### src/rtl/frame_data_reg_bank.sv
// Frame data latches for every row of a fabric column, loaded from a narrow valid/ready beat
// stream with per-word row commit, optional auto-increment and sticky out-of-range error.
module frame_data_reg_bank #(
  parameter int unsigned FrameBitsPerRow = 32,
  parameter int unsigned RowSelectWidth  = 5,
  parameter int unsigned NumRows         = 16,
  parameter int unsigned InWidth         = 8,
  parameter int unsigned FirstRow        = 1
) (
  input  logic                                CLK,
  input  logic                                RST,
  input  logic [InWidth-1:0]                  in_data,
  input  logic                                in_valid,
  output logic                                in_ready,
  input  logic                                row_load,
  input  logic [RowSelectWidth-1:0]           row_addr,
  input  logic                                auto_inc,
  output logic [NumRows*FrameBitsPerRow-1:0]  FrameData_O,
  output logic                                commit_valid,
  output logic [RowSelectWidth-1:0]           commit_row,
  output logic                                err
);

  localparam int unsigned K     = FrameBitsPerRow / InWidth;
  localparam int unsigned BeatW = (K > 1) ? $clog2(K) : 1;

  localparam logic [RowSelectWidth-1:0] FirstRowW = RowSelectWidth'(FirstRow);
  localparam logic [RowSelectWidth-1:0] LastRowW  = RowSelectWidth'(FirstRow + NumRows - 1);
  localparam logic [RowSelectWidth:0]   LoRowX    = (RowSelectWidth + 1)'(FirstRow);
  localparam logic [RowSelectWidth:0]   HiRowX    = (RowSelectWidth + 1)'(FirstRow + NumRows);
  localparam logic [BeatW-1:0]          LastBeatW = BeatW'(K - 1);

  typedef enum logic {StAccept, StCommit} state_e;

  state_e                                    r_state;
  state_e                                    w_state_next;
  logic [NumRows-1:0][FrameBitsPerRow-1:0]   r_rows;
  logic [FrameBitsPerRow-1:0]                r_asm;
  logic [BeatW-1:0]                          r_beat_cnt;
  logic [RowSelectWidth-1:0]                 r_cur_row;
  logic                                      r_err;

  logic                                      w_accept;
  logic                                      w_commit;
  logic                                      w_ready;
  logic                                      w_last_beat;
  logic                                      w_in_range;
  logic [RowSelectWidth-1:0]                 w_idx;
  logic [RowSelectWidth-1:0]                 w_row_inc;

  assign w_last_beat = (r_beat_cnt == LastBeatW);
  assign w_in_range  = ({1'b0, r_cur_row} >= LoRowX) && ({1'b0, r_cur_row} < HiRowX);
  assign w_idx       = r_cur_row - FirstRowW;
  // Wrap after the last valid row; an out-of-range row restarts at the first row.
  assign w_row_inc   = (w_in_range && (r_cur_row != LastRowW)) ? r_cur_row + 1'b1 : FirstRowW;

  always_comb begin
    w_state_next = r_state;
    w_ready      = 1'b0;
    w_accept     = 1'b0;
    w_commit     = 1'b0;
    case (r_state)
      StAccept: begin
        w_ready  = !row_load;
        w_accept = in_valid && !row_load;
        if (w_accept && w_last_beat) begin
          w_state_next = StCommit;
        end
      end
      StCommit: begin
        w_commit     = 1'b1;
        w_state_next = StAccept;
      end
      default: w_state_next = StAccept;
    endcase
  end

  always_ff @(posedge CLK or posedge RST) begin
    if (RST) begin
      r_state    <= StAccept;
      r_rows     <= '0;
      r_asm      <= '0;
      r_beat_cnt <= '0;
      r_cur_row  <= FirstRowW;
      r_err      <= 1'b0;
    end else begin
      r_state <= w_state_next;

      if (w_accept) begin
        for (int unsigned i = 0; i < K; i++) begin
          if (r_beat_cnt == BeatW'(i)) begin
            r_asm[i*InWidth +: InWidth] <= in_data;
          end
        end
        r_beat_cnt <= w_last_beat ? '0 : r_beat_cnt + 1'b1;
      end else if (row_load && (r_state == StAccept)) begin
        r_beat_cnt <= '0;
      end

      if (w_commit) begin
        for (int unsigned i = 0; i < NumRows; i++) begin
          if (w_in_range && (w_idx == RowSelectWidth'(i))) begin
            r_rows[i] <= r_asm;
          end
        end
        if (!w_in_range) begin
          r_err <= 1'b1;
        end else if (row_load) begin
          r_err <= 1'b0;
        end
        if (row_load) begin
          r_cur_row <= row_addr;
        end else if (auto_inc) begin
          r_cur_row <= w_row_inc;
        end
      end else if (row_load) begin
        r_cur_row <= row_addr;
        r_err     <= 1'b0;
      end
    end
  end

  assign in_ready     = w_ready && !RST;
  assign commit_valid = w_commit;
  assign commit_row   = w_commit ? r_cur_row : '0;
  assign err          = r_err;
  assign FrameData_O  = r_rows;

endmodule

### config.mk
export PLATFORM = sky130hd
export DESIGN_NAME = frame_data_reg_bank
export DESIGN_NICKNAME = d
export VERILOG_FILES = /design/src/rtl/frame_data_reg_bank.sv
export SDC_FILE = /design/constraint.sdc
export NUM_CORES = 1
export LEC_CHECK = 0
export ABC_CLOCK_PERIOD_IN_PS = 47700
export CAP_MARGIN = 15
export CORE_UTILIZATION = 49
export DETAILED_ROUTE_END_ITERATION = 6
export GPL_TIMING_DRIVEN = 0
export HOLD_SLACK_MARGIN = 0.08
export MAX_ROUTING_LAYER = met4
export PLACE_DENSITY = 0.79
export SYNTH_ARGS = -nofsm -noshare
export SYNTH_HDL_FRONTEND = slang
export SYNTH_SLANG_ARGS = --single-unit
### constraint.sdc
create_clock -name CLK -period 47.7 [get_ports CLK]
set_clock_uncertainty 0.1 [all_clocks]
set_input_delay 4.77 -clock CLK [delete_from_list [all_inputs] [get_ports CLK]]
set_output_delay 4.77 -clock CLK [all_outputs]
set_load 0.03 [all_outputs]
==> flow_metrics.tcl <==
set metrics [dict create \
    grt_util_met3_pct 6.45 \
    die-area_sq_mm 0.0443 \
    synthXorXnorAreaFrac_pct 0 \
    grt_use_met1_pct 35.4 \
    netlist.area_leader.share_pct 64.9 \
    rsz0062_at_grt "false" \
    dp.cells 2414 \
    drv_slew 0 \
    clk_pin_slew_ps 60 \
    syn_to_final_growth_pct 38.2 \
    clock_sink_count 553 \
    syn_nets 1317 \
    busiest_layer "met2" \
    setup_viol 0 \
    ctsHoldBuffers 0 \
    yosys_warnings 0 \
    synthCells 1289 \
    cts_tree "yes" \
    pin_count 538 \
    drt_drc_violations_left 0 \
    crit_path_start_kind "input pin" \
    grt_pass1_wl_um 90600 \
    drt_iter0_drc 661 \
    ys.flop_type "dfrtp_1" \
    rows 76 \
    synth_compound_area_share_pct 1.45 \
    hold_class "reg -> reg" \
    muxShareOfSynthArea_pct 28.8 \
    grt_max_degree 131 \
    grt_use_total_pct 28.5 \
    cellLeakagePower_nw 14.3 \
    grt_pass1_vias 14100 \
    cp_slowest_cell "clkdlybuf4s50_1" \
    fin_nets 1916 \
    synth_simple_gate_area_share_pct 1.75 \
    instances_no_fill 2520 \
    synthAdderAreaFrac_pct 0.588 \
    clk-insertion-delay-late_ps 590 \
    synth_async_sr_flop_share_pct 100 \
    clock.fmax_mhz 89.7 \
    startpoint "RST" \
    holdCritStartpoint "FrameData_O[34]" \
    tns_ps 0 \
    dp_hpwl_um 43500 \
    ys_types 48 \
    fin_crit_ps 11140 \
    synth_top_family_by_area "multiplexers" \
    power_density_mw_per_mm2 35.0 \
    relSlewSlack_pct 29.0 \
    crit_type "in -> out" \
    status "completed" \
    crit_chain "clkdlybuf4s50_1, nor3_1, clkdlybuf4s50_1" \
    place_ws_ps 36560 \
    yosysTopAreaCell "dfrtp_1" \
    vias 13300 \
    yosysSeqAreaShare_pct 65.0 \
    cts-root-buf "clkbuf_16" \
    synth_area_leaders "dfrtp_1 65%, mux2_2 28%, mux2_1 1.2%" \
    avgSynthCellArea_sq_um 16.5 \
    core_sq_mm 0.0430 \
    path_max_fanout 2 \
    cp-end-kind "output pin" \
    cts_buffers 56 \
    start_util_pct 49.5 \
    synth_edf_count 0 \
    cts_repair_resize_count 0 \
    grt.overflow.total 0 \
    via_per_inst 5.28 \
    gp_congestion 0.861 \
    syn_area_sq_mm 0.0213 \
    drive_gt1_share_pct 35.4 \
    die_x_um 210 \
    postCtsSetupBuffers 0 \
    finalInstanceArea_sq_mm 0.0294 \
    routedWlPerCell_um 24.1 \
    dpl_cell_area_sq_mm 0.0275 \
    clockBufferDepth 3 \
    tightest_slew_ps 1060 \
    wl_um 60700 \
    max_stage_delay_ps 700 \
    ant_nets 0 \
    fin_ws_ps 36560 \
    final_hold_viol_count 0 \
    max_cap_viol_count 0 \
    period_share_pct 23.4 \
    die_h_um 210 \
    io_buffers 536 \
    required_ps 42830 \
    total_power_mw 1.03 \
    ir_drop_v 0.0000325 \
    drt_first_pass_iters 4 \
    antenna_found_initial 5 \
    timing.rr.start "r_cur_row[1]" \
    cpMostUsedCell "clkdlybuf4s50_1" \
    h-tree-depth 2 \
    grt_use_met2_pct 45.5 \
    ys_ff_latch 553 \
    worst_ep_arrival_time_ps 6270 \
]
[final timing paths]
| kind | to | slack, ps | cells after the start |
|---|---|---|---|
| max in group asynchronous | FrameData_O[166] | 41190 | 4 |
| min reg2reg | FrameData_O[34] | 390 | 1 |
| min in group asynchronous | FrameData_O[47] | 4730 | 2 |
| max | in_ready | 36560 | 3 |
| max reg2reg | FrameData_O[443] | 44340 | 7 |
| min | FrameData_O[34] | 390 | 1 |
[power breakdown]
part | total, mW | leakage [nW] | internal [mW] | switching (mW)
clock | 0.455 | 0.939 | 0.273 | 0.182
combinational | 0.0685 | 5.66 | 0.0203 | 0.0482
sequential | 0.506 | 7.67 | 0.479 | 0.0268
total | 1.03 | 14.3 | 0.773 | 0.257
[per-layer routing]
metal | up-vias | share of wire [%]
met4 | 0 | 3.5
met2 | 394 | 50
met3 | 124 | 6.1
met1 | 7011 | 41
li1 | 5788 | -
met5 | - | 0
[registers in the layout, summed over array words and instances (netlist names)]
register     flops
err              1
r_cur_row        5
r_state          1
FrameData_O    512
r_beat_cnt       2
r_asm           32
[synth_stat cells (all sizes together) (3+ instances only)]
| cell | n |
|---|---|
| dfrtp | 552 |
| and3 | 9 |
| and2 | 3 |
| a21oi | 6 |
| o21ai | 5 |
| clkbuf | 41 |
| inv | 9 |
| nand2 | 6 |
| o2111ai | 6 |
| mux2 | 544 |
| nand4 | 6 |
| nor2 | 7 |
| nand3 | 4 |
| buf | 49 |
| nor3 | 3 |
| ha | 10 |
[layout make-up]
cell class | instances | area (sq um)
tap | 585 | 732
clock inverter | 20 | 284
multi-input combinational | 637 | 6930
sequential | 553 | 13800
timing repair buffer | 541 | 5480
fill | 3025 | 13600
clock buffer | 80 | 1620
inverter | 9 | 41.3
antenna | 5 | 12.5
buffer | 90 | 487
[cells by family after synthesis]
group	Yosys count
DFF	553
adders and majority gates	10
AOI/OAI and AO/OA	34
buffers and inverters	99
and+or+nand+nor	49
muxes	544
[worst max-delay path: cells and delay by family]
family,cells,cell delay (ps)
buffers and inverters,2,1270
and+or+nand+nor,1,230
[stage by stage]
step | hold slack (ps) | util [%]
final | 394 | 68.5
after global routing | 412 | 68.5
after CTS | 398 | 68.4
after detailed placement | 384 | 64.0
after global placement | 375 | 63.7
after floorplan | 404 | -
[placed cells by master, fill, tap and decap left out, types with 2 or more instances in the layout]
master             n
nand4_4            6
mux2_1            23
clkbuf_1          53
a31o_2             2
and3_2             2
nor3b_1            2
a21oi_1            5
o2111ai_2          3
clkdlybuf4s50_1  536
o2111ai_4          2
clkbuf_8          12
buf_16             4
nor3_1             3
mux2_2           521
ha_1              10
clkbuf_16         57
nor2_1             7
buf_2             24
clkinvlp_4         2
bufinv_16          7
and2_1             3
clkinv_2          10
o21ai_0            5
diode_2            5
nand2_1            6
a22oi_1            2
and3_1             7
inv_1              8
dfrtp_1          552
nor2b_1            2
nand3_1            4
buf_4             21
o211ai_1           2
buf_6              4
No activity file was read; power rests on OpenSTA's default activity.
